===== config.mk =====
export PLATFORM = sky130hd
export DESIGN_NAME = pipeline_hazard_ctrl
export DESIGN_NICKNAME = d
export VERILOG_FILES = /design/src/rtl/pipeline_hazard_ctrl_pkg.sv /design/src/rtl/pipeline_hazard_ctrl_load_use_detect.sv /design/src/rtl/pipeline_hazard_ctrl.sv
export SDC_FILE = /design/constraint.sdc
export NUM_CORES = 1
export LEC_CHECK = 0
export BUFFER_PORTS_ARGS = -buffer_cell sky130_fd_sc_hd__buf_2
export CAP_MARGIN = 25
export CORE_MARGIN = 1
export CORE_UTILIZATION = 35
export DETAILED_ROUTE_END_ITERATION = 12
export HOLD_SLACK_MARGIN = 0.12
export PLACE_DENSITY_LB_ADDON = 0.3
export SLEW_MARGIN = 15
export SYNTH_ARGS = -nofsm -noshare
export SYNTH_HDL_FRONTEND = slang
export SYNTH_SLANG_ARGS = --single-unit
export TNS_END_PERCENT = 5

===== constraint.sdc =====
create_clock -name clk_i -period 6.45 [get_ports clk_i]
set_input_delay 1.29 -clock clk_i [delete_from_list [all_inputs] [get_ports clk_i]]
set_output_delay 1.29 -clock clk_i [all_outputs]
set_load 0.01 [all_outputs]

===== src/rtl/pipeline_hazard_ctrl_pkg.sv =====
`default_nettype none
// ============================================================================
// Module      : hazard_pkg
// Description : Shared types and defaults for the pipeline hazard controller
// Revision    : 1.0 - initial release
// ============================================================================
package hazard_pkg;

    // Default register-file address width (32 architectural registers)
    localparam int REG_AW_DEFAULT = 5;

    // Sequencer states
    typedef enum logic [1:0] {
        ST_IDLE     = 2'd0,
        ST_RUN      = 2'd1,
        ST_MEM_WAIT = 2'd2,
        ST_ERROR    = 2'd3
    } state_e;

endpackage
`default_nettype wire


===== src/rtl/pipeline_hazard_ctrl_load_use_detect.sv =====
`default_nettype none
// ============================================================================
// Module      : load_use_detect
// Description : Flags an instruction in ID that reads the destination of a
//               load currently in EX (register 0 never creates a hazard)
// Revision    : 1.0 - initial release
// ============================================================================
module load_use_detect
    import hazard_pkg::*;
#(
    parameter int REG_AW = REG_AW_DEFAULT
) (
    input  logic              idex_memread_i,
    input  logic [REG_AW-1:0] idex_rd_i,
    input  logic [REG_AW-1:0] ifid_rs1_i,
    input  logic [REG_AW-1:0] ifid_rs2_i,
    output logic              hazard_o
);

    // Compare the load destination against both ID source operands
    always_comb begin
        hazard_o = idex_memread_i
                && (idex_rd_i != '0)
                && ((idex_rd_i == ifid_rs1_i) || (idex_rd_i == ifid_rs2_i));
    end

endmodule
`default_nettype wire


===== src/rtl/pipeline_hazard_ctrl.sv =====
`default_nettype none
// ============================================================================
// Module      : pipeline_hazard_ctrl
// Description : Stall/flush sequencer for a 5-stage pipeline: memory freeze,
//               load-use stall, taken-branch flush, stall counter and a sticky
//               data-memory timeout error
// Revision    : 1.0 - initial release
// ============================================================================
module pipeline_hazard_ctrl
    import hazard_pkg::*;
#(
    parameter int REG_AW  = REG_AW_DEFAULT,
    parameter int TIMEOUT = 64,
    parameter int CNT_W   = 16
) (
    input  logic              clk_i,
    input  logic              rst_i,
    input  logic              start_i,
    input  logic [REG_AW-1:0] ifid_rs1_i,
    input  logic [REG_AW-1:0] ifid_rs2_i,
    input  logic              idex_memread_i,
    input  logic [REG_AW-1:0] idex_rd_i,
    input  logic              branch_taken_i,
    input  logic              exmem_memrd_i,
    input  logic              exmem_memwr_i,
    input  logic              dmem_ack_i,
    output logic              dmem_req_o,
    output logic              pipe_en_o,
    output logic              pc_write_o,
    output logic              ifid_write_o,
    output logic              ifid_flush_o,
    output logic              idex_bubble_o,
    output logic [CNT_W-1:0]  stall_cnt_o,
    output logic              err_o
);

    // Wait counter only needs to reach TIMEOUT-1
    localparam int               c_wait_w    = (TIMEOUT > 2) ? $clog2(TIMEOUT) : 1;
    localparam logic [c_wait_w-1:0] c_wait_last = c_wait_w'(TIMEOUT - 1);
    localparam logic [CNT_W-1:0] c_stall_max = '1;

    state_e               state_q,     state_d;
    logic [c_wait_w-1:0]  wait_cnt_q,  wait_cnt_d;
    logic [CNT_W-1:0]     stall_cnt_q, stall_cnt_d;
    logic                 err_q,       err_d;

    logic w_load_use;
    logic w_mem;
    logic w_release;

    load_use_detect #(
        .REG_AW (REG_AW)
    ) u_load_use_detect (
        .idex_memread_i (idex_memread_i),
        .idex_rd_i      (idex_rd_i),
        .ifid_rs1_i     (ifid_rs1_i),
        .ifid_rs2_i     (ifid_rs2_i),
        .hazard_o       (w_load_use)
    );

    assign w_mem = exmem_memrd_i | exmem_memwr_i;

    // Next state, counters and prioritised pipeline controls (freeze > load-use > flush)
    always_comb begin
        state_d       = state_q;
        wait_cnt_d    = wait_cnt_q;
        stall_cnt_d   = stall_cnt_q;
        err_d         = err_q;
        w_release     = 1'b0;
        dmem_req_o    = 1'b0;
        pipe_en_o     = 1'b0;
        pc_write_o    = 1'b0;
        ifid_write_o  = 1'b0;
        ifid_flush_o  = 1'b0;
        idex_bubble_o = 1'b0;

        case (state_q)
            ST_IDLE: begin
                if (start_i) begin
                    state_d = ST_RUN;
                end
            end
            ST_RUN: begin
                dmem_req_o = w_mem;
                if (w_mem && !dmem_ack_i) begin
                    // Access not completed this cycle: freeze and wait for ack
                    state_d    = ST_MEM_WAIT;
                    wait_cnt_d = '0;
                end else begin
                    w_release = 1'b1;
                    if (!start_i) begin
                        state_d = ST_IDLE;
                    end
                end
            end
            ST_MEM_WAIT: begin
                dmem_req_o = 1'b1;
                if (dmem_ack_i) begin
                    // Ack cycle releases the pipe; a dropped start takes effect now
                    w_release  = 1'b1;
                    wait_cnt_d = '0;
                    state_d    = start_i ? ST_RUN : ST_IDLE;
                end else if (wait_cnt_q == c_wait_last) begin
                    state_d = ST_ERROR;
                    err_d   = 1'b1;
                end else begin
                    wait_cnt_d = wait_cnt_q + 1'b1;
                end
            end
            ST_ERROR: begin
                err_d = 1'b1;
            end
            default: begin
                state_d = ST_IDLE;
            end
        endcase

        if (w_release) begin
            pipe_en_o = 1'b1;
            if (w_load_use) begin
                idex_bubble_o = 1'b1;
            end else begin
                pc_write_o   = 1'b1;
                ifid_write_o = 1'b1;
                ifid_flush_o = branch_taken_i;
            end
        end

        // Any active cycle where the PC is held counts as a stall
        if (((state_q == ST_RUN) || (state_q == ST_MEM_WAIT)) && !pc_write_o
            && (stall_cnt_q != c_stall_max)) begin
            stall_cnt_d = stall_cnt_q + 1'b1;
        end
    end

    // State and counter registers with asynchronous active-low reset
    always_ff @(posedge clk_i or negedge rst_i) begin
        if (!rst_i) begin
            state_q     <= ST_IDLE;
            wait_cnt_q  <= '0;
            stall_cnt_q <= '0;
            err_q       <= 1'b0;
        end else begin
            state_q     <= state_d;
            wait_cnt_q  <= wait_cnt_d;
            stall_cnt_q <= stall_cnt_d;
            err_q       <= err_d;
        end
    end

    assign stall_cnt_o = stall_cnt_q;
    assign err_o       = err_q;

endmodule
`default_nettype wire


## Yosys cells after proc, flatten, opt, wreduce, memory -nomap -nowiden

Cells that the tools add are included.

| word-level totals | value |
|---|---|
| output and inout bits | 23 |
| input port bits | 23 |
| bits in registers | 25 |
| word-level logic and storage cells | 63 |

| cells by class | value |
|---|---|
| bitwise gates (word level) | 1 |
| reductions and logical operators | 17 |
| add/subtract/negate cells | 2 |
| multiplexer cells | 25 |
| equality and inequality tests | 14 |

Operators with widths:

| kind | count |
|---|---|
| $mux W6 | 3 |
| $add A16 B1 Y16 const B | 1 |
| $ne A16 B16 Y1 const B | 1 |
| $mux W1 | 12 |
| $pmux W6 S2 | 1 |
| $eq A5 B5 Y1 | 2 |
| $mux W2 | 5 |
| $ne A3 B3 Y1 const B | 3 |
| $ne A2 B2 Y1 const B | 4 |
| $add A6 B1 Y6 const B | 1 |
| $eq A6 B6 Y1 const B | 1 |
| $pmux W1 S2 | 3 |
| $pmux W2 S3 | 1 |
| $reduce_and A3 Y1 | 2 |
| $logic_and A1 B1 Y1 | 5 |
| $reduce_bool A5 Y1 | 1 |
| $eq A2 B2 Y1 const B | 2 |
| $reduce_and A4 Y1 | 1 |
| $reduce_bool A2 Y1 | 2 |
| $reduce_bool A3 Y1 | 1 |
| $eq A2 B1 Y1 const B | 1 |
| $logic_not A1 Y1 | 2 |
| $logic_not A2 Y1 | 1 |
| $logic_or A1 B1 Y1 | 2 |
| $or A1 B1 Y1 | 1 |

## Depth between registers and ports, before layout

| depth | value |
|---|---|
| depth in word-level cells | 8 |
| mapped depth | 8 |
| gate-level depth less buffers | 8 |

## Cells and area by module

Synthesis repeated with hierarchy kept, for this count alone.

| second synthesis, totals | value |
|---|---|
| cell total of the unflattened synthesis | 165 |
| area, all modules | 1650.3 µm² |

Modules (own cells, without submodules):

| module | seq. area each (µm²) | cells an instance | area each (µm²) | times used |
|---|---|---|---|---|
| pipeline_hazard_ctrl | 625.6 | 148 | 1525.2 | 1 |
| load_use_detect | 0.0 | 17 | 125.1 | 1 |

## Least setup slack after synthesis

No wires, ideal clock.

| timing path | value |
|---|---|
| path kind | input to output |
| from | input port idex_rd_i[0] |
| to | output port ifid_flush_o |
| slack | 2.651 ns |
| stages on the path | 4 |
| required time | 5.160 ns |
| path buffers | 0 |
| arrival | 2.509 ns |
| cells stage by stage | or4_1 > o21a_1 > a21boi_4 > and2_1 |

| on the way | value |
|---|---|
| cells in the longest elaborated chain, start to end | 5 |
| elaborated cells between the ends (all ways) | 8 |
| those cells by class | eq/ne (2); mux (2); reduce/logical (4) |

Ends and longest elaborated chain:

| item | line | source |
|---|---|---|
| start, declared | pipeline_hazard_ctrl.sv:22 | `input logic [REG_AW-1:0] idex_rd_i,` |
| $eq A5 B5 Y1 / $reduce_bool A5 Y1 (equally long branches) | pipeline_hazard_ctrl_load_use_detect.sv:24, pipeline_hazard_ctrl_load_use_detect.sv:23 |  |
| $logic_or A1 B1 Y1 / $logic_and A1 B1 Y1 (equally long branches) | pipeline_hazard_ctrl_load_use_detect.sv:24, pipeline_hazard_ctrl_load_use_detect.sv:23 |  |
| $logic_and A1 B1 Y1 (*) | pipeline_hazard_ctrl_load_use_detect.sv:24 | `&& ((idex_rd_i == ifid_rs1_i) \|\| (idex_rd_i == ifid_rs2_i));` |
| $mux W1 (*) | pipeline_hazard_ctrl.sv:120 | `if (w_load_use) begin` |
| $mux W1 (*) | pipeline_hazard_ctrl.sv:118 | `if (w_release) begin` |
| end, declared | pipeline_hazard_ctrl.sv:31 | `output logic ifid_flush_o,` |

Mark *: on every way between the ends. The rest lies on a longest branch, timed or not.

## Worst setup path in the final report

Ends and elaborated chain as after synthesis.

==> run metrics <==
status=complete, no violations; fraction of layout cells with a size suffix above 1=26.57%; Crit Path Class=in2out; syn avg cell area=~9.6 um^2; Yosys Warn Count=0; final setup fails=0; Synth area leader=dfrtp_1; vias after detailed routing=about 1300; worst hold slack=0.4762 ns; reg-to-reg startpoint=state_q[1]$_DFFE_PN0P_; clock sink total=25; final worst path period share=62.55%; total negative slack=0 ns; Peak VDD IR=0.0001580 V; worst reg-to-reg path cell count=7; Layout area overhead=21.39%; die area=4629 um^2; clk buf depth=2; Final Hold Vio Count=0; vias in the first global route=1200; worst-path cell with the longest stage delay=or4_1; final-report max-slew violation count=0; number of synthesized register bits=25; clock latency on the worst-skew pair=0.26 ns; DR pass1 iterations=4; # hold bufs at CTS=0; Worst Path Buf+Inv=2; dpl hpwl=about 2500 um; leading register cell type out of synthesis=dfrtp_1; Final Util=45.35%; CTS resizes=0; I/O pins=46; CP dominant cell by count=buf_2; cell area after layout=between 1500 and 2000 um^2; post-synth cell types=39; nets=237; crit path capture=ifid_flush_o; share of the yosys chip area belonging to registers=about 41%; DRC=0; Vias/cell=5.089; Post-Route WL=approximately 3200 um; Ant. Diodes=0; commonest cells in the netlist=25 x dfrtp_1, 21 x nand2_1, 13 x xnor2_1, 12 x xor2_1, 11 x nor2_1; clock-pin slew on the worst setup and hold paths=0.09 ns; Die Y=about 70 um; post-CTS setup buffers=0; Core Area=about 4100 um^2; largest net degree at the start of global routing=26; synth top area cells=dfrtp_1 41%, xnor2_1 7.5%, xor2_1 6.9%, nand2_1 5.2%, ha_1 4.9%; global-route wire length before repair=around 5200 um; CP delay by family, top=simple AND/OR/NAND/NOR gates; Max Clk Rate=between 200 and 250 MHz; Syn Inst Count=159; placed inst area=1807 um^2; DRT iter0 DRCs=55; total gr overflow=0; Root Driver=clkbuf_8; cts bufs inserted=3; Die Width=68.04 um; H-tree Lvls=1; worst-path fanout max=11; Netlist Area Pre-Place=1526 um^2; crit path launch=idex_rd_i[0]; Post-synth ARST share=100.0%; CTS tree=yes; worst min-delay path class=reg2reg; routed length per instance=around 13 um; Rows=23; Cell Pwr Density=328.3 nW/um^2; number of max-cap violations=0; Crit path depth=6; Mapped Nets=188; RSZ-0062 raised after global routing=false; most frequent cell after synthesis=dfrtp_1; cell chain of the critical path=buf_2, or4_1, o21a_1, a21boi_4, and2_1, buf_2; GRT Total Usage=14.63%; routability cong.=between 0.7 and 0.8; clock skew=0.004297 ns; initial antenna violation count=0; Crit path arrival time=2.74 ns; CP Launch Type=input pin; Worst Tran Pin Value=0.8510 ns; Worst Path Required=between 5 and 6 ns; R2R Setup Slk=4.09 ns; CP peak stage delay=0.51 ns; Pleak=0.8214 nW; critical path capture point type=output port; top cell type's share of synthesized area=40.98%; Tmin final=between 4 and 5 ns; Port Buffers=45; Post-synth EDFFs=0; Reg-to-Reg End=stall_cnt_o[1]$_DFFE_PN0P_; Initial Utilization=37.35%; remaining antenna violation count=0; relative slew slack=a little over two fifths
==> how the worst min path moves through the flow <==
stage / start / endpoint / depth (start not counted)
final: err_o$_DFFE_PN0P_ / err_o$_DFFE_PN0P_ / 2
after global routing: err_o$_DFFE_PN0P_ / err_o$_DFFE_PN0P_ / 2
after CTS: err_o$_DFFE_PN0P_ / err_o$_DFFE_PN0P_ / 2
after detailed placement: err_o$_DFFE_PN0P_ / err_o$_DFFE_PN0P_ / 2
after global placement: err_o$_DFFE_PN0P_ / err_o$_DFFE_PN0P_ / 2
after floorplan: wait_cnt_q[0]$_DFFE_PN0P_ / wait_cnt_q[0]$_DFFE_PN0P_ / 1
==> final cells by class <==
class                           count  area (um^2)
Timing Repair Buffer               45        225.2
Tap cell                           50        62.56
Inverter                            6        22.52
Multi-Input combinational cell    127        870.8
Fill cell                         428         2233
Clock inverter                      1        5.005
Sequential cell                    25        625.6
Clock buffer                        3        41.29
==> sequential cells by signal, summed over array words and instances (netlist names) <==
register and count:
err_o 1, stall_cnt_o 16, state_q 2, wait_cnt_q 6
==> routing by layer <==
layer | global-route usage (%) | part of all wire [%] | up-vias
met5 | 0 | 0 | -
met4 | 4.688 | 0.59 | 0
met3 | 2.000 | 6.3 | 2
met2 | 23.04 | 43 | 41
met1 | 20.54 | 51 | 603
li1 | - | - | 662
==> power breakdown <==
part / total, mW / internal, mW / switching [mW]
logic: 0.280 / 0.123 / 0.157
clock network: 0.0906 / 0.0431 / 0.0475
registers: 0.238 / 0.194 / 0.0436
==> metrics by stage <==
step	cells	setup slack, ns	total power, mW
floorplan	159	2.651	0.4265
global route	257	2.318	0.6611
detailed placement	253	2.420	0.5225
finish	257	2.415	0.6083
CTS	257	2.414	0.6163
global placement	253	2.422	0.5181
==> worst reg2reg max path: cells and delay by family, from the launching register on <==
family | cells | cell delay, ns
AOI/OAI and AO/OA | 2 | 0.55
DFF | 1 | 0.41
buffers and inverters | 1 | 0.10
adders and majority gates | 1 | 0.25
muxes | 1 | 0.34
and+or+nand+nor | 2 | 0.60
==> logic make-up (layout without fill, tap and decap cells) <==
kind of cell | count (synthesis) | after routing | synth area share [%]
AOI/OAI and AO/OA | 21 | 21 | 11.39
xor gates and xnor gates | 25 | 25 | 14.34
adders and majority gates | 6 | 6 | 4.918
buffers and inverters | 7 | 55 | 1.967
DFF | 25 | 25 | 40.98
muxes | 5 | 5 | 3.606
and+or+nand+nor | 70 | 70 | 22.79
==> layout by cell type, fill, tap and decap left out, drive strengths merged, types with 4 or more instances in the layout <==
master and count:
buf 45, nor3 8, nand4 7, nand3 8, dfrtp 25, o21ai 5
inv 6, nand2 21, mux2 4, ha 6, nor2 11, xor2 12
xnor2 13
Note: power is estimated with default switching activity, not from simulation.
